## config.mk

```make
export PLATFORM = sky130hd
export DESIGN_NAME = mpu_irq_queue
export DESIGN_NICKNAME = d
export VERILOG_FILES = /design/src/rtl/mpu_irq_queue.sv
export SDC_FILE = /design/constraint.sdc
export NUM_CORES = 1
export LEC_CHECK = 0
export CORE_UTILIZATION = 35
export DETAILED_ROUTE_END_ITERATION = 12
export DONT_BUFFER_PORTS = 1
export HOLD_SLACK_MARGIN = 0.15
export PLACE_DENSITY = 0.58
export SYNTH_ARGS = -nofsm -noshare
export SYNTH_HDL_FRONTEND = slang
export SYNTH_SLANG_ARGS = --single-unit
```

## constraint.sdc

```tcl
create_clock -name sys_clk -period 14.4 [get_ports sys_clk]
set_input_delay 0.72 -clock sys_clk [delete_from_list [all_inputs] [get_ports sys_clk]]
set_output_delay 0.72 -clock sys_clk [all_outputs]
set_load 0.005 [all_outputs]
```

## src/rtl/mpu_irq_queue.sv

```systemverilog
// mpu_irq_queue: buffers MPU interrupt events and issues them one at a time to the interrupt controller
// sys_clk/sys_rst: clock, synchronous active-high reset
// ev_valid/ev_data: event strobe and payload from the datapath (no backpressure)
// en: controller ready; irq/data: one-cycle request and payload of the last issued event
// level: queued entries; overflow/drop_cnt: sticky drop flag and saturating drop count
// ack_to: sticky flag, controller never dropped en after an irq; clr_stat clears the statistics
module mpu_irq_queue #(
  parameter int DEPTH_LOG2  = 2,
  parameter int ACK_TIMEOUT = 16
) (
  input  logic                  sys_clk,
  input  logic                  sys_rst,
  input  logic                  ev_valid,
  input  logic [63:0]           ev_data,
  input  logic                  en,
  input  logic                  clr_stat,
  output logic                  irq,
  output logic [63:0]           data,
  output logic [DEPTH_LOG2:0]   level,
  output logic                  overflow,
  output logic [15:0]           drop_cnt,
  output logic                  ack_to
);
  localparam int DEPTH = 1 << DEPTH_LOG2;
  localparam int CW = $clog2(ACK_TIMEOUT);
  typedef enum logic [1:0] {IDLE, IRQ, WAIT} state_t;
  state_t state, state_nxt;
  logic [63:0] mem [DEPTH];
  logic [DEPTH_LOG2:0] wr_ptr, rd_ptr;
  logic [CW-1:0] to_cnt;
  logic full, push, pop, drop, timeout;
  // level never exceeds DEPTH, so its MSB alone marks the queue full
  always_comb begin
    full = level[DEPTH_LOG2];
    push = ev_valid & ~full;
    drop = ev_valid & full;
    pop = state == IDLE && level != '0 && en;
    timeout = state == WAIT && en && to_cnt == CW'(ACK_TIMEOUT - 1);
    state_nxt = state == IDLE ? (pop ? IRQ : IDLE) :
                state == IRQ  ? WAIT :
                state == WAIT ? ((!en || timeout) ? IDLE : WAIT) : IDLE;
  end
  always_ff @(posedge sys_clk)
    if (push) mem[wr_ptr[DEPTH_LOG2-1:0]] <= ev_data;
  always_ff @(posedge sys_clk) begin
    if (sys_rst) begin
      state <= IDLE;
      wr_ptr <= '0;
      rd_ptr <= '0;
      level <= '0;
      to_cnt <= '0;
      irq <= 1'b0;
      data <= '0;
      overflow <= 1'b0;
      drop_cnt <= '0;
      ack_to <= 1'b0;
    end else begin
      state <= state_nxt;
      wr_ptr <= wr_ptr + (DEPTH_LOG2+1)'(push);
      rd_ptr <= rd_ptr + (DEPTH_LOG2+1)'(pop);
      level <= level + (DEPTH_LOG2+1)'(push) - (DEPTH_LOG2+1)'(pop);
      to_cnt <= state == IRQ ? '0 : state == WAIT ? to_cnt + 1'b1 : to_cnt;
      irq <= pop;
      if (pop) data <= mem[rd_ptr[DEPTH_LOG2-1:0]];
      // a drop or timeout in the clearing cycle survives the clear
      overflow <= (overflow & ~clr_stat) | drop;
      drop_cnt <= clr_stat ? {15'd0, drop} : drop_cnt + {15'd0, drop && drop_cnt != 16'hFFFF};
      ack_to <= (ack_to & ~clr_stat) | timeout;
    end
  end
endmodule

```

==> run metrics <==
R2R depth 5; DRT antenna net count 0; CORE AREA 0.0368 sq mm; max cap viols 0; first-pass GRT wire length 40.6 mm; Reg clk slew, reported paths 0.06 ns; Crit. End Element flip-flop; Post-synth EDFFs 256; Synth cell types 38; Synth async-reset ratio 0; most common flop cell mapped by yosys edfxtp_1; clock sink total 352; Initial Util 0.358; M3 GR Usage 0.0545; Die Wd 196 um; fin. max-slew vios 0; hold-critical path depth 1; synth-to-layout area growth 12.6%; Post-CTS Resized 0; vias post-DR 6,297; Hold Path Class in2reg; Cell Pwr Density 182 mW/mm^2; CP Max Fanout 34; Syn Nets 851; initial drt markers 214; Root Buffer clkbuf_16; fin crit share 0.191; Seq/Total Area, Yosys 0.729; H-Tree Depth 2; Tot GR Track Use 0.142; final wirelength 26.5 mm; WP data required 14.57 ns; Layout Nets 861; DRC viols 0; crit path time final 2.75 ns; PortBufs 0; clock skew 0.0135 ns; Antenna Cells 0; relative slew slack 0.276; DP HPWL 14.7 mm; most common cell after layout, fill and taps aside edfxtp_1; hold path start sys_rst; CTS Buffer Depth 3; met2 GRT Util 0.228; Worst-Margin Slew 1.08 ns; synthesized flop and latch total 352; Startpoint Class flip-flop; CTS Hold Bufs 0; Synth warnings 0; # IOs 155; RR Endpoint mem[2][30]; status complete, no violations; most frequent cells in the layout edfxtp_1 (256), nand2_1 (97), dfxtp_1 (94), mux4_2 (64), a21oi_2 (50); CTS tree done; dominant cells by area after synthesis edfxtp_1 (58%), dfxtp_1 (15%), mux4_2 (11%); GP Congestion 0.691; Syn Inst Count 774; final setup vio count 0; Mapped Area 0.0132 sq mm; CP arrival 2.92 ns; initial antenna violation count 0; Die Y-Extent 196 um; area leader, netlist edfxtp_1; ratio of cells with drive above 1 in the final layout 0.281; later-pin clock latency in the skew report 0.54 ns; top cell type's share of synthesized area 0.584; setup bufs post-CTS 0; RSZ-0062 raised after global routing false; Fmax 364 MHz; Final Hold Viols 0; total clock buffers created by CTS 39; Setup TNS 0 ns; global route hottest layer met2; vias in the first global route 6,765; maximum vdd drop 0.104 mV; number of cell rows 70; Synth Area per Inst 17.0 sq um; Min-Delay Endpoint drop_cnt[0]; crit path kind reg2reg; worst reg2reg setup slack 11.65 ns; Wirelength per Cell 20.7 um; worst hold margin 0.263 ns; first-pass iteration count of the detailed router 4; met1 GRT Util 0.172; via-per-instance ratio 4.91; largest net degree at the start of global routing 83; global route overflow 0; Die Area 0.0384 sq mm; Leak 4.60 nW; R2R Path Start level[2]
through the flow:
| stage | area, sq um | worst slack, ns | cells | util | power (mW) |
|---|---|---|---|---|---|
| 6_report | 14800 | 11.65 | 1282 | 0.403 | 2.69 |
| 5_1_grt | 14800 | 11.42 | 1282 | 0.403 | 2.83 |
| 3_5_place_dp | 13600 | 11.33 | 1211 | 0.370 | 1.79 |
| 3_3_place_gp | 13600 | 11.37 | 1211 | 0.370 | 1.78 |
| 4_1_cts | 14800 | 11.55 | 1282 | 0.403 | 2.75 |
| 2_1_floorplan | 13200 | 8.29 | 774 | - | 1.70 |
worst max-delay path, stage by stage (launching register included):
cell and delay [ns]:
dfxtp_1 0.37, nand2b_1 0.28, inv_1 0.14, nand2_1 0.10, nor2_4 0.82, buf_4 0.64
cell type report:
class | instances | area [sq um]
Clock buffer | 58 | 1110
Clock inverter | 13 | 119
Fill cell | 3362 | 21900
Inverter | 11 | 43.8
Multi-Input combinational cell | 370 | 3290
Sequential cell | 352 | 9620
Tap cell | 468 | 586
Timing Repair Buffer | 10 | 75.1
synth_stat cells, types with 5 or more instances:
| library cell | number |
|---|---|
| nand3_1 | 5 |
| xnor2_1 | 10 |
| inv_1 | 10 |
| nand4_1 | 5 |
| nor2b_1 | 5 |
| buf_2 | 15 |
| nand2_1 | 97 |
| a21oi_1 | 22 |
| nand2_2 | 40 |
| ha_1 | 7 |
| edfxtp_1 | 256 |
| nor2_1 | 28 |
| clkbuf_1 | 19 |
| mux4_2 | 64 |
| a21oi_2 | 50 |
| dfxtp_1 | 96 |
| buf_12 | 5 |
| xor2_1 | 6 |
registers in the layout, indices dropped and copies added, names as in the netlist:
register,flops
state,2
rd_ptr,2
to_cnt,4
level,3
drop_cnt,16
irq,1
wr_ptr,2
mem,256
data,64
overflow,1
ack_to,1
cells by family after synthesis:
group | Yosys count | synth area share
AO/OA/AOI/OAI | 77 | 0.0442
adder cells (fa/ha/maj) | 8 | 0.00817
XOR/XNOR | 16 | 0.0106
flip-flops | 352 | 0.729
buffers and inverters | 52 | 0.0233
AND/OR/NAND/NOR | 202 | 0.0727
multiplexers | 67 | 0.112
per-layer routing:
metal	routed length, um	up-vias
li1	-	2923
met3	2230	39
met5	0	-
met4	571	0
met1	11100	3194
met2	12500	141
power by group:
| group | internal, mW | leakage [nW] | switching, mW |
|---|---|---|---|
| Combinational | 0.195 | 0.879 | 0.228 |
| Sequential | 1.22 | 3.12 | 0.103 |
| Clock | 0.570 | 0.599 | 0.382 |
| Total | 1.98 | 4.60 | 0.713 |
worst max path at each step:
stage / startpoint / slack, ns / cells after the start / to
global route: level[2] / 11.42 / 5 / mem[2][30]
floorplan: ev_valid / 8.29 / 2 / mem[1][0]
finish: level[2] / 11.65 / 5 / mem[2][30]
global placement: ev_valid / 11.37 / 5 / mem[2][25]
CTS: level[2] / 11.55 / 5 / mem[2][30]
detailed placement: ev_valid / 11.33 / 5 / mem[2][31]
(Power assumes the default switching activity.)
